`config.mk`:
```
export PLATFORM = sky130hd
export DESIGN_NAME = param_cacheline_adaptor
export DESIGN_NICKNAME = d
export VERILOG_FILES = /design/src/rtl/param_cacheline_adaptor_pkg.sv /design/src/rtl/param_cacheline_adaptor_beat_slicer.sv /design/src/rtl/param_cacheline_adaptor.sv
export SDC_FILE = /design/constraint.sdc
export NUM_CORES = 2
export LEC_CHECK = 0
export BUFFER_PORTS_ARGS = -buffer_cell sky130_fd_sc_hd__buf_2
export CORE_AREA = 2 2 296 298
export DETAILED_ROUTE_END_ITERATION = 8
export DIE_AREA = 0 0 298 300
export PLACE_DENSITY = 0.66
export REMOVE_ABC_BUFFERS = 1
export SYNTH_ARGS = -nofsm -noshare
export SYNTH_HDL_FRONTEND = slang
export SYNTH_SLANG_ARGS = --single-unit
```
`constraint.sdc`:
```
create_clock -name clk -period 2.6 [get_ports clk]
set_clock_uncertainty 0.2 [all_clocks]
set_input_delay 0.26 -clock clk [delete_from_list [all_inputs] [get_ports clk]]
set_output_delay 0.26 -clock clk [all_outputs]
set_load 0.05 [all_outputs]
```
`src/rtl/param_cacheline_adaptor_pkg.sv`:
```
// Shared types and defaults for the parametrised cacheline adaptor.
// Holds the FSM state enum, default widths and the beat-index width helper.
package cacheline_adaptor_pkg;

    typedef enum logic [1:0] {
        ST_IDLE,
        ST_READ,
        ST_WRITE,
        ST_DONE
    } state_e;

    localparam int DEF_LINE_WIDTH  = 256;
    localparam int DEF_BURST_WIDTH = 64;
    localparam int DEF_ADDR_WIDTH  = 32;

    // log2(beats), never narrower than one bit.
    function automatic int beat_idx_width(input int beats);
        return (beats > 2) ? $clog2(beats) : 1;
    endfunction

endpackage

```
`src/rtl/param_cacheline_adaptor_beat_slicer.sv`:
```
// Selects one burst-wide slice of a cacheline and its byte enables.
// Ports: line/mask (full line + byte mask), idx (beat), burst/burst_mask (slice).
module beat_slicer #(
    parameter int LINE_WIDTH  = 256,
    parameter int BURST_WIDTH = 64,
    parameter int IDX_W       = 2
) (
    input  logic [LINE_WIDTH-1:0]    line,
    input  logic [LINE_WIDTH/8-1:0]  mask,
    input  logic [IDX_W-1:0]         idx,
    output logic [BURST_WIDTH-1:0]   burst,
    output logic [BURST_WIDTH/8-1:0] burst_mask
);

    assign burst      = line[idx * BURST_WIDTH +: BURST_WIDTH];
    assign burst_mask = mask[idx * (BURST_WIDTH / 8) +: BURST_WIDTH / 8];

endmodule

```
`src/rtl/param_cacheline_adaptor.sv`:
```
// Converts a single cacheline read/write into a multi-beat memory burst.
// Ports: cache side (line_i/mask_i/line_o/address_i/read_i/write_i/resp_o),
// memory side (burst_i/burst_o/burst_mask_o/address_o/read_o/write_o/resp_i).
module param_cacheline_adaptor
    import cacheline_adaptor_pkg::*;
#(
    parameter int LINE_WIDTH  = DEF_LINE_WIDTH,
    parameter int BURST_WIDTH = DEF_BURST_WIDTH,
    parameter int ADDR_WIDTH  = DEF_ADDR_WIDTH
) (
    input  logic                       clk,
    input  logic                       reset_n,
    input  logic [LINE_WIDTH-1:0]      line_i,
    input  logic [LINE_WIDTH/8-1:0]    mask_i,
    output logic [LINE_WIDTH-1:0]      line_o,
    input  logic [ADDR_WIDTH-1:0]      address_i,
    input  logic                       read_i,
    input  logic                       write_i,
    output logic                       resp_o,
    input  logic [BURST_WIDTH-1:0]     burst_i,
    output logic [BURST_WIDTH-1:0]     burst_o,
    output logic [BURST_WIDTH/8-1:0]   burst_mask_o,
    output logic [ADDR_WIDTH-1:0]      address_o,
    output logic                       read_o,
    output logic                       write_o,
    input  logic                       resp_i
);

    localparam int BEATS       = LINE_WIDTH / BURST_WIDTH;
    localparam int OFFSET_BITS = $clog2(LINE_WIDTH / 8);
    localparam int IDX_W       = beat_idx_width(BEATS);
    localparam int MASK_W      = LINE_WIDTH / 8;
    localparam int BMASK_W     = BURST_WIDTH / 8;

    localparam logic [ADDR_WIDTH-1:0] OFFSET_MASK =
        ADDR_WIDTH'((64'd1 << OFFSET_BITS) - 64'd1);
    localparam logic [IDX_W-1:0] LAST_IDX = IDX_W'(BEATS - 1);

    if ((LINE_WIDTH % BURST_WIDTH) != 0 || (BURST_WIDTH % 8) != 0 ||
        BEATS < 2 || (BEATS & (BEATS - 1)) != 0) begin : g_param_check
        $error("param_cacheline_adaptor: BEATS must be a power of 2 >= 2");
    end

    state_e                  state_q;
    state_e                  state_d;
    logic [IDX_W-1:0]        beat_q;
    logic [ADDR_WIDTH-1:0]   addr_q;
    logic [LINE_WIDTH-1:0]   wr_line_q;
    logic [MASK_W-1:0]       wr_mask_q;
    logic [LINE_WIDTH-1:0]   rd_buf_q;
    logic [ADDR_WIDTH-1:0]   addr_aligned;
    logic                    last_beat;
    logic [BURST_WIDTH-1:0]  slice_burst;
    logic [BMASK_W-1:0]      slice_mask;

    assign addr_aligned = address_i & ~OFFSET_MASK;
    assign last_beat    = resp_i && (beat_q == LAST_IDX);
    assign address_o    = addr_q;

    beat_slicer #(
        .LINE_WIDTH  (LINE_WIDTH),
        .BURST_WIDTH (BURST_WIDTH),
        .IDX_W       (IDX_W)
    ) u_beat_slicer (
        .line       (wr_line_q),
        .mask       (wr_mask_q),
        .idx        (beat_q),
        .burst      (slice_burst),
        .burst_mask (slice_mask)
    );

    always_ff @(posedge clk) begin
        if (!reset_n) begin
            state_q <= ST_IDLE;
        end else begin
            state_q <= state_d;
        end
    end

    // Read takes priority when both requests arrive together.
    always_comb begin
        state_d = state_q;
        unique case (state_q)
            ST_IDLE: begin
                if (read_i) begin
                    state_d = ST_READ;
                end else if (write_i) begin
                    state_d = ST_WRITE;
                end
            end
            ST_READ, ST_WRITE: begin
                if (last_beat) begin
                    state_d = ST_DONE;
                end
            end
            ST_DONE: state_d = ST_IDLE;
            default: state_d = ST_IDLE;
        endcase
    end

    always_comb begin
        read_o       = (state_q == ST_READ);
        write_o      = (state_q == ST_WRITE);
        resp_o       = (state_q == ST_DONE);
        burst_o      = '0;
        burst_mask_o = '0;
        if (state_q == ST_WRITE) begin
            burst_o      = slice_burst;
            burst_mask_o = slice_mask;
        end
    end

    // Beats gather into rd_buf_q; line_o only updates once the
    // final beat lands, so it never exposes a partial line.
    always_ff @(posedge clk) begin
        if (!reset_n) begin
            beat_q    <= '0;
            addr_q    <= '0;
            wr_line_q <= '0;
            wr_mask_q <= '0;
            rd_buf_q  <= '0;
            line_o    <= '0;
        end else begin
            unique case (state_q)
                ST_IDLE: begin
                    if (read_i) begin
                        addr_q <= addr_aligned;
                    end else if (write_i) begin
                        addr_q    <= addr_aligned;
                        wr_line_q <= line_i;
                        wr_mask_q <= mask_i;
                    end
                end
                ST_READ: begin
                    if (resp_i) begin
                        rd_buf_q[beat_q * BURST_WIDTH +: BURST_WIDTH] <= burst_i;
                        beat_q <= beat_q + 1'b1;
                        if (beat_q == LAST_IDX) begin
                            line_o <= {burst_i,
                                       rd_buf_q[LINE_WIDTH-BURST_WIDTH-1:0]};
                        end
                    end
                end
                ST_WRITE: begin
                    if (resp_i) begin
                        beat_q <= beat_q + 1'b1;
                    end
                end
                ST_DONE: beat_q <= '0;
                default: beat_q <= '0;
            endcase
        end
    end

endmodule

```
==> flow_summary.yaml <==
run_status:
  status: "complete, but fails checks"
  violations: "setup timing"
power:
  seq_power_share: 0.405
  power.total_mw: 32.1
  p_sw_frac: 0.304
  leakage_nw: 16.5
  intPower_mw: 22.3
  irDropWorstVdd_mv: 0.618
  pwr_density_cell_mw_per_mm2: 771
  p_clk_frac: 0.366
  combPwrFrac: 0.229
  p_sw_mw: 9.76
cells_and_area:
  nets: 4873
  fill_cells: 7625
  fin_cells: 5693
  stdcell_area_mm2: 0.0416
  area_delta_synth_final_pct: 45.6
  drive_above_1_share: 0.252
logic_synthesis:
  synth_top_family_by_area: "simple AND/OR/NAND/NOR gates"
  synth-simple-area-share: 0.204
  yosys.area_share.adder: 0.00437
  ys_types: 34
  syn_avg_cell_area_um2: 8.38
  synth_mux_area_frac: 0.0574
  synth_warnings: 0
  syn-instance-count: 3414
  ys_ff_latch: 767
  syn-cell-area_mm2: 0.0286
  synth-compound-area-share: 0.149
  ys_seq_area_frac: 0.537
  yosys.area_share.xor_xnor: 0
route:
  vias: 29100
  detail-route-antenna-nets: 0
  routedWlPerCell_um: 18.6
  vias_per_cell: 5.12
  firstDrtPassIters: 6
  drc: 0
  drt_iter0_markers: 2401
  routed_wl_mm: 106
sta:
  finalMaxSlewViolations: 0
  hold_viol: 0
  finalCritPeriodShare: 1.05
  rsz0062_at_grt: "true"
  tightestPinTransition_ns: 0.960
  fin_ws_ns: -0.142
  fmax_mhz: 365
  period_minus_slack_ns: 2.74
  slew_headroom: 0.360
  setup_viol: 72
clock_tree:
  clock_path_buffers: 3
  clock-sinks: 767
  clkLatencyLatePin_ns: 0.64
  htree_levels: 3
  cts_tree: "done"
  clk_pin_slew_ns: 0.06
  cts-root-buf: "clkbuf_16"
  cts_buffers: 81
setup_path:
  crit_top_cell: "buf_12"
  worst_ep_arrival_time_ns: 2.28
  crit_buf_inv: 3
  crit_chain: "buf_12, buf_12, mux4_2, and2_4, buf_6"
  cp_top_family: "multiplexers"
  required_ns: 2.14
  crit_path_max_fanout: 7
  slowest_stage: "mux4_2"
  startpoint_type: "flop"
  criticalPathCategory: "flop to output pin"
  crit_path_end_kind: "output pin"
  slowest_delay_ns: 0.55
floorplan:
  start_util: 0.332
  coreArea_mm2: 0.0862
  dieArea_mm2: 0.0894
  die_w_um: 298
  rows: 108
  io_pins: 752
  die_h_um: 300
grt:
  antenna_found_initial: 8
  grt_max_degree: 111
  overflow: 0
  grt_use_total: 0.222
  grt_pass1_wl_mm: 160
  grt_pass1_vias: 28900
worst_hold_path:
  hold_path_class: "input port to flop"
placed_design:
  dp.cells: 5123
  dpl.hpwl_mm: 62.8
  port_buffers: 741
  gp_routability_congestion: 0.867
  dpl_cell_area_mm2: 0.0338
job:
  maxCapViolCount: 0
-- cells in the final DEF, fill, tap and decap left out, drive strengths merged, types with 2 or more instances in the layout --
cell type    instances
nor2                66
dlygate4sd3        411
a21oi              575
ha                  10
and2                74
nand2b               2
a32oi               64
dfxtp              767
mux2i                2
clkbuf             120
bufinv               5
inv                  9
buf                850
nand2             1335
o22ai              127
nor4bb               2
nand3                4
mux4                72
clkinv              17
and3                 3
a311oi               2
conb                 5
diode                6
-- routing by layer --
metal	vias up	part of all wire	GRT usage
li1	13500	-	-
met2	1467	0.48	0.386
met5	-	0.00024	0
met3	297	0.089	0.0567
met4	4	0.042	0.102
met1	13900	0.39	0.256
-- registers in the layout (all words and copies together), names as in the netlist --
register   flops
state_q        2
line_o       256
wr_mask_q     32
beat_q         2
rd_buf_q     192
address_o     27
wr_line_q    256
-- final timing paths --
kind | depth (start not counted) | to | from | slack, ns
setup / recovery | 5 | burst_o[12] | beat_q[0] | -0.14
hold / removal | 4 | wr_line_q[226] | line_i[226] | 0.21
setup reg to reg | 6 | state_q[0] | beat_q[1] | 0.17
hold reg to reg | 2 | line_o[213] | line_o[213] | 0.25
-- worst min-delay path, stage by stage --
cell and delay [ns]:
dlygate4sd3_1 0.53, buf_2 0.12, nand2_1 0.05, a21oi_1 0.05
-- synthesized netlist by cell type (all sizes together) --
cell | instances | area (µm²)
and2 | 74 | 463
clkbuf | 142 | 534
nand4b | 1 | 8.76
nand2 | 1335 | 5010
a21oi | 575 | 2880
a32oi | 64 | 561
nand3b | 1 | 7.51
and3 | 3 | 18.8
o21a | 1 | 7.51
o21ai | 1 | 5.00
mux4 | 72 | 1620
nand2b | 2 | 12.5
or3b | 1 | 8.76
conb | 1 | 3.75
nor4bb | 2 | 20.0
inv | 5 | 18.8
dfxtp | 767 | 15400
a21bo | 1 | 10.0
and4b | 1 | 10.0
ha | 10 | 125
nand3 | 4 | 20.0
a311oi | 2 | 17.5
nor3b | 1 | 7.51
nor2 | 66 | 248
o22ai | 127 | 795
and3b | 1 | 8.76
buf | 152 | 812
mux2i | 2 | 20.0
-- power groups by stage --
stage	registers, mW	clock network, mW	logic [mW]
6_report	13.0	11.7	7.36
3_5_place_dp	13.2	0	5.74
3_3_place_gp	13.2	0	5.71
4_1_cts	12.9	11.9	6.85
2_1_floorplan	13.6	0	2.81
5_1_grt	13.1	12.4	7.78
-- cell families (layout without fill, tap and decap cells) --
group,after synthesis,after routing
mux,74,74
fa+ha+maj,10,10
flops,767,767
simple gates,1492,1492
other cells,1,11
buf+inv,299,1413
compound gates,771,771
-- layout make-up --
| type | count | area (µm²) | area share |
|---|---|---|---|
| inverters | 5 | 26.3 | 0.000631 |
| clock inverters | 27 | 374 | 0.00898 |
| multi-input cells | 2352 | 12200 | 0.292 |
| diodes | 6 | 15.0 | 0.000361 |
| clock buffers | 114 | 2330 | 0.0560 |
| well taps | 1155 | 1450 | 0.0347 |
| flip-flops and latches | 767 | 15400 | 0.369 |
| repair buffers | 1267 | 9940 | 0.239 |
-- metrics by stage --
| step | hold WS, ns | setup WS (ns) | TNS [ns] | utilization |
|---|---|---|---|---|
| finish | 0.210 | -0.142 | -6.26 | 0.483 |
| global route | 0.192 | -0.220 | -12.41 | 0.483 |
| CTS | 0.146 | -0.240 | -12.86 | 0.481 |
| detailed placement | 0.242 | 0.00792 | 0 | 0.392 |
| global placement | 0.237 | 0.0569 | 0 | 0.392 |
| floorplan | 0.196 | -6.83 | -4106.07 | - |
-- what timing repair did --
| action | CTS | global route |
|---|---|---|
| hold buffers | 411 | 0 |
| setup endpoints to repair | 77 | 75 |
| gates cloned | 3 | 5 |
| pin swaps | 0 | 1 |
| setup buffers | 3 | 1 |
| gates resized for setup | 240 | 17 |
| hold endpoints to repair | 596 | 0 |
No activity file was read; power rests on OpenSTA's default activity.
